## config.mk

```make
export PLATFORM = sky130hd
export DESIGN_NAME = sseg_scan_mux
export DESIGN_NICKNAME = d
export VERILOG_FILES = /design/src/rtl/sseg_pkg.sv /design/src/rtl/hex7seg_decode.sv /design/src/rtl/sseg_scan_mux.sv
export SDC_FILE = /design/constraint.sdc
export NUM_CORES = 1
export LEC_CHECK = 0
export ABC_AREA = 1
export CAP_MARGIN = 15
export CELL_PAD_IN_SITES_DETAIL_PLACEMENT = 0
export CELL_PAD_IN_SITES_GLOBAL_PLACEMENT = 1
export CORE_MARGIN = 1.5
export CORE_UTILIZATION = 45
export CTS_CLUSTER_SIZE = 30
export DETAILED_ROUTE_END_ITERATION = 6
export PLACE_DENSITY = 0.92
export SYNTH_ARGS = -nofsm -noshare
export SYNTH_HDL_FRONTEND = slang
export SYNTH_HIERARCHICAL = 1
export SYNTH_SLANG_ARGS = --single-unit
```

## constraint.sdc

```tcl
create_clock -name clk -period 4.2 [get_ports clk]
set_clock_uncertainty 0.05 [all_clocks]
set_input_delay 0.84 -clock clk [delete_from_list [all_inputs] [get_ports clk]]
set_output_delay 0.84 -clock clk [all_outputs]
set_load 0.02 [all_outputs]
```

## src/rtl/sseg_pkg.sv

```systemverilog
// sseg_pkg: shared constants and types for the seven-segment scan multiplexer
package sseg_pkg;

    // Active-low segment patterns, bit 0 = segment a, bit 6 = segment g
    localparam logic [6:0] SEG_BLANK = 7'b1111111;
    localparam logic [6:0] SEG_0     = 7'b1000000;
    localparam logic [6:0] SEG_1     = 7'b1111001;
    localparam logic [6:0] SEG_2     = 7'b0100100;
    localparam logic [6:0] SEG_3     = 7'b0110000;
    localparam logic [6:0] SEG_4     = 7'b0011001;
    localparam logic [6:0] SEG_5     = 7'b0010010;
    localparam logic [6:0] SEG_6     = 7'b0000010;
    localparam logic [6:0] SEG_7     = 7'b1111000;
    localparam logic [6:0] SEG_8     = 7'b0000000;
    localparam logic [6:0] SEG_9     = 7'b0010000;
    localparam logic [6:0] SEG_A     = 7'b0001000;
    localparam logic [6:0] SEG_B     = 7'b0000011;
    localparam logic [6:0] SEG_C     = 7'b1000110;
    localparam logic [6:0] SEG_D     = 7'b0100001;
    localparam logic [6:0] SEG_E     = 7'b0000110;
    localparam logic [6:0] SEG_F     = 7'b0001110;

    localparam logic [6:0] SEG_LUT [16] = '{
        SEG_0, SEG_1, SEG_2, SEG_3, SEG_4, SEG_5, SEG_6, SEG_7,
        SEG_8, SEG_9, SEG_A, SEG_B, SEG_C, SEG_D, SEG_E, SEG_F
    };

    // Digit positions; digit 0 is the rightmost on the board
    localparam logic [1:0] D_STATE = 2'd0;
    localparam logic [1:0] D_ENT   = 2'd1;
    localparam logic [1:0] D_HUN   = 2'd2;
    localparam logic [1:0] D_ENE   = 2'd3;

    // One coherent sample of everything the display shows
    typedef struct packed {
        logic [3:0] state;
        logic [2:0] ent;
        logic [2:0] hun;
        logic [2:0] ene;
    } sample_t;

    // Value shown on a given digit position, statistics zero-extended
    function automatic logic [3:0] digit_value(input sample_t s, input logic [1:0] idx);
        return idx == D_STATE ? s.state :
               idx == D_ENT   ? {1'b0, s.ent} :
               idx == D_HUN   ? {1'b0, s.hun} : {1'b0, s.ene};
    endfunction

    // Active-low one-hot anode select for a digit position
    function automatic logic [3:0] anode_select(input logic [1:0] idx);
        return ~(4'b0001 << idx);
    endfunction

endpackage

```

## src/rtl/hex7seg_decode.sv

```systemverilog
// hex7seg_decode: 4-bit value to active-low seven-segment pattern (0-9, A b C d E F)
module hex7seg_decode
    import sseg_pkg::*;
(
    input  logic [3:0] val_i,
    output logic [6:0] seg_o
);

    assign seg_o = SEG_LUT[val_i];

endmodule

```

## src/rtl/sseg_scan_mux.sv

```systemverilog
// sseg_scan_mux: 4-digit common-anode scan with frame-coherent snapshot and ghost blanking
// Optional zero-value blink on digits 1..3 is enabled by defining SSEG_CRITICAL_BLINK_EN.
module sseg_scan_mux
    import sseg_pkg::*;
#(
    parameter int CLK_HZ       = 50_000_000,
    parameter int SCAN_HZ      = 1000,
    parameter int BLANK_CYCLES = 500
) (
    input  logic       clk,
    input  logic       rst,
    input  logic [3:0] state,
    input  logic [2:0] energy,
    input  logic [2:0] hunger,
    input  logic [2:0] entertainment,
    input  logic       upd,
    output logic [6:0] sseg,
    output logic       dp,
    output logic [3:0] an,
    output logic       frame_start
);

    localparam int RAW_CYCLES   = CLK_HZ / (SCAN_HZ * 4);
    localparam int DIGIT_CYCLES = RAW_CYCLES < 4 ? 4 : RAW_CYCLES;
    localparam int CW           = $clog2(DIGIT_CYCLES);

    logic [CW-1:0] cnt_q, cnt_d;
    logic [1:0]    idx_q, idx_d;
    logic          armed_q;
    sample_t       pend_q, shadow_q, sample;
    logic          pend_valid_q;
    logic [6:0]    sseg_q;
    logic          dp_q;
    logic [3:0]    an_q;
    logic          frame_start_q;
    logic          wrap, frame_wrap, active, hide, fs_d;
    logic [3:0]    val;
    logic [6:0]    seg;

    assign sample     = '{state: state, ent: entertainment, hun: hunger, ene: energy};
    assign wrap       = cnt_q == CW'(DIGIT_CYCLES - 1);
    assign frame_wrap = wrap && idx_q == D_ENE;
    assign active     = cnt_q >= CW'(BLANK_CYCLES);
    assign val        = digit_value(shadow_q, idx_q);
    // armed_q suppresses the frame pulse on the very first slot after reset
    assign fs_d       = armed_q && cnt_q == '0 && idx_q == D_STATE;

    hex7seg_decode u_dec (
        .val_i (val),
        .seg_o (seg)
    );

    // Next slot position: count within the slot, step digit on slot wrap
    always_comb begin
        cnt_d = wrap ? '0 : cnt_q + 1'b1;
        idx_d = wrap ? idx_q + 1'b1 : idx_q;
    end

`ifdef SSEG_CRITICAL_BLINK_EN
    logic [7:0] frame_cnt_q;

    // Frame counter paces the blink; upper half of its range shows zero digits
    always_ff @(posedge clk or negedge rst) begin
        if (!rst) frame_cnt_q <= '0;
        else      frame_cnt_q <= fs_d ? frame_cnt_q + 1'b1 : frame_cnt_q;
    end

    assign hide = idx_q != D_STATE && val == 4'd0 && !frame_cnt_q[7];
`else
    assign hide = 1'b0;
`endif

    // Scan position and first-frame arming
    always_ff @(posedge clk or negedge rst) begin
        if (!rst) begin
            cnt_q   <= '0;
            idx_q   <= D_STATE;
            armed_q <= 1'b0;
        end else begin
            cnt_q   <= cnt_d;
            idx_q   <= idx_d;
            armed_q <= armed_q | frame_wrap;
        end
    end

    // Snapshot: upd fills pending; pending moves to shadow only at the frame boundary
    always_ff @(posedge clk or negedge rst) begin
        if (!rst) begin
            pend_q       <= '0;
            shadow_q     <= '0;
            pend_valid_q <= 1'b0;
        end else begin
            pend_q       <= upd ? sample : pend_q;
            shadow_q     <= frame_wrap && pend_valid_q ? pend_q : shadow_q;
            pend_valid_q <= upd | (pend_valid_q & ~frame_wrap);
        end
    end

    // Registered pin drive: blank phase at slot start, then the selected digit
    always_ff @(posedge clk or negedge rst) begin
        if (!rst) begin
            an_q          <= 4'b1111;
            sseg_q        <= SEG_BLANK;
            dp_q          <= 1'b1;
            frame_start_q <= 1'b0;
        end else begin
            an_q          <= active && !hide ? anode_select(idx_q) : 4'b1111;
            sseg_q        <= active && !hide ? seg : SEG_BLANK;
            dp_q          <= !(active && idx_q == D_STATE);
            frame_start_q <= fs_d;
        end
    end

    assign an          = an_q;
    assign sseg        = sseg_q;
    assign dp          = dp_q;
    assign frame_start = frame_start_q;

endmodule

```

==> run_results.csv <==
group,metric,value,unit
critical_path,cp_cell_sequence,"inv_1 -> ha_1 -> o211ai_1 -> a21oi_1 -> inv_1 -> nand2_1 -> nand3_1 -> nand2_1 -> inv_1 -> nand2_1",
power_and_ir_drop,power.leakage,1.64,nW
placement,placed_area,3150,sq um
critical_path,worstRegToRegCells,10,
min_path,hold_path_depth,1,
clocking,insertion_delay,320,ps
synth,yosysUniqueCellTypes,27,
timing,worst_pin_slew,926,ps
clocking,post_cts_resized,0,
cells_and_area,layout-drive-gt1-share,0.0842,
synth,synthArstFlopShare,1.00,
route,avgRoutedWirePerCell,11.3,um
route,drt_pass1_iterations,4,
power_and_ir_drop,power.total,0.897,mW
critical_path,cp.required,4400,ps
floorplan,core,6030,sq um
clocking,ctsHoldBuffers,0,
clocking,cts_tree,"built",
clocking,post-cts-setup-buffers,0,
synth,synth-edff-count,0,
placement,detailed_place_hpwl,3790,um
placement,io_buffers,28,
clocking,root_buffer,"clkbuf_8",
synth,netlist_area,2860,sq um
clocking,clockBufferDepth,2,
timing,slew_violations,0,
route,ant_nets,0,
timing,hold-worst-slack,423,ps
route,routed_via_density,4.80,
cells_and_area,synthToLayoutAreaGrowth,13.3,%
min_path,hold_end,"cnt_q[0]",
route,drt_first_iter_violations,74,
min_path,hold_start,"cnt_q[0]",
cells_and_area,final_cells,455,
job,maxCapViolations,0,
timing,setup_viol,0,
placement,gp_congestion,0.914,
timing,setup_tns,0,ps
synth,synth_area_leader_cell,"dfrtp_1",
floorplan,die_h,82.8,um
critical_path,path_buf_inv,3,
global_routing,antenna_found_initial,0,
critical_path,r2r-start,"idx_q[0]",
floorplan,die_x,82.8,um
timing,min_period_over_period,0.572,
route,drc_errors,0,
synth,synth_top_area_share,0.393,
critical_path,cp.arrival,2600,ps
clocking,cts.clk_slew.worst_paths,100,ps
critical_path,end_kind,"register",
timing,finalHoldViolations,0,
critical_path,r2r_setup_slack,1800,ps
power_and_ir_drop,power.density,276,nW/um^2
cells_and_area,final_area,3250,sq um
synth,syn-num-nets,385,
run_status,status,"completed",
route,finalWirelength,5130,um
synth,ys_seq_area_frac,0.494,
floorplan,start_util,0.475,
clocking,clock-sinks,56,
global_routing,overflow,0,
global_routing,grt_max_degree,43,
timing,rsz0062_at_grt,"no",
floorplan,num_io_pins,29,
synth,ys_warn_count,6,
clocking,htree_levels,2,
critical_path,cpPeakStageDelay,690,ps
cells_and_area,antenna_cells,0,
cells_and_area,nets,408,
critical_path,start_kind,"register",
power_and_ir_drop,ir_worst_vdd,0.159,mV
critical_path,cp_num_cells,10,
global_routing,grt_usage,0.180,
timing,relSlewSlack,0.383,
critical_path,path_class,"reg2reg",
synth,syn_area_per_cell,8.04,sq um
critical_path,cp_max_fo,12,
synth,synth_ff_type,"dfrtp_1",
critical_path,r2r-end,"sseg[1]",
global_routing,grt_pass1_vias,2078,
critical_path,slowest_stage,"a21oi_1",
route,num_vias,2186,
timing,clock.fmax,0.417,GHz
timing,final.min_clock_period,2400,ps
critical_path,path_delay_family,"compound AO/OA/AOI/OAI gates",
synth,synth_area_leaders,"dfrtp_1, nand2_1, dfstp_2, inv_1, ha_1",
synth,synthCells,356,
synth,synth-seq-cells,56,
min_path,min_path_type,"reg2reg",
global_routing,grt_pass1_wl,9470,um
floorplan,die_area,6850,sq um
clocking,cts_made_buffers,5,
placement,dp_cells,447,
floorplan,rows,28,
## metal layers
metal  global-route usage  wire (um)  share of wire
met5                    0          0              0
met2                0.289       2310           0.45
met3               0.0328        214          0.042
met4               0.0550         41         0.0080
met1                0.247       2570           0.50
## layout make-up
cell class	instances	area, sq um
Multi-Input combinational cell	241	1190
Inverter	46	173
Clock buffer	5	68.8
Sequential cell	56	1420
Timing Repair Buffer	29	283
Clock inverter	3	22.5
Tap cell	75	93.8
Fill cell	586	2780
## power by group
part           leakage [nW]  total (mW)  switching (mW)  internal (mW)
sequential            0.702       0.557         0.00644          0.550
combinational         0.890      0.0374          0.0203         0.0171
clock                0.0485       0.303           0.183          0.120
total                  1.64       0.897           0.210          0.688
## cell usage in the layout (no fill, tap or decap)
cell             instances
nor3_1                   3
nor4_1                   1
inv_2                    2
o21bai_1                 1
nand2_1                130
buf_2                    1
nor2_1                  23
nand2_2                  1
ha_1                    13
nand4_2                  1
inv_1                   44
o211ai_1                 3
clkinv_2                 1
a21oi_1                  8
clkinv_4                 1
o21ai_1                  1
xor2_1                   5
nand3_1                 23
o21ai_0                  3
buf_4                    1
clkbuf_8                 5
inv_6                    1
dfstp_2                 11
dfrtp_1                 45
nor2_2                   6
o21ai_2                  1
clkdlybuf4s50_1         27
xnor2_1                  2
nand4_1                 16
## metrics by stage
stage / worst slack [ps] / util
after floorplan: 2220 / -
after global placement: 1880 / 0.523
after detailed placement: 1810 / 0.523
after CTS: 1800 / 0.539
after global routing: 1540 / 0.539
final: 1800 / 0.539
## worst register-to-register path, cell delays in order (launching register included)
cell      delay, ps
dfrtp_1         410
inv_1           120
ha_1            310
o211ai_1        150
a21oi_1         690
inv_1           220
nand2_1         150
nand3_1          80
nand2_1          70
inv_1            40
nand2_1          50
## synthesized netlist by cell type, drive strengths merged (5+ instances only)
library cell and count:
buf 8, dfrtp 45, nand2 131, clkbuf 5, nor2 29, o21ai 5, dfstp 11, xor2 5
nand3 23, ha 13, inv 46, nand4 17, a21oi 8
## sequential cells by signal, indices dropped and copies added (netlist names)
register      count
sseg              7
idx_q             2
shadow_q         13
frame_start       1
armed_q           1
cnt_q            14
pend_valid_q      1
pend_q           13
an                4
## cell families (layout without fill, tap and decap cells)
kind of cell / Yosys count / in the layout / synth area share
compound gates: 17 / 17 / 0.0345
fa+ha+maj: 13 / 13 / 0.0568
buf+inv: 59 / 83 / 0.0904
xor+xnor: 7 / 7 / 0.0214
simple gates: 204 / 204 / 0.303
flops: 56 / 56 / 0.494
## how the worst max path moves through the flow
stage / start / endpoint / slack (ps)
CTS: idx_q[0] / sseg[3] / 1800
global route: idx_q[0] / sseg[3] / 1540
finish: idx_q[0] / sseg[1] / 1800
detailed placement: idx_q[0] / sseg[3] / 1810
floorplan: idx_q[0] / sseg[3] / 2220
global placement: idx_q[0] / sseg[3] / 1880
Power figures use the tool's default switching activity.
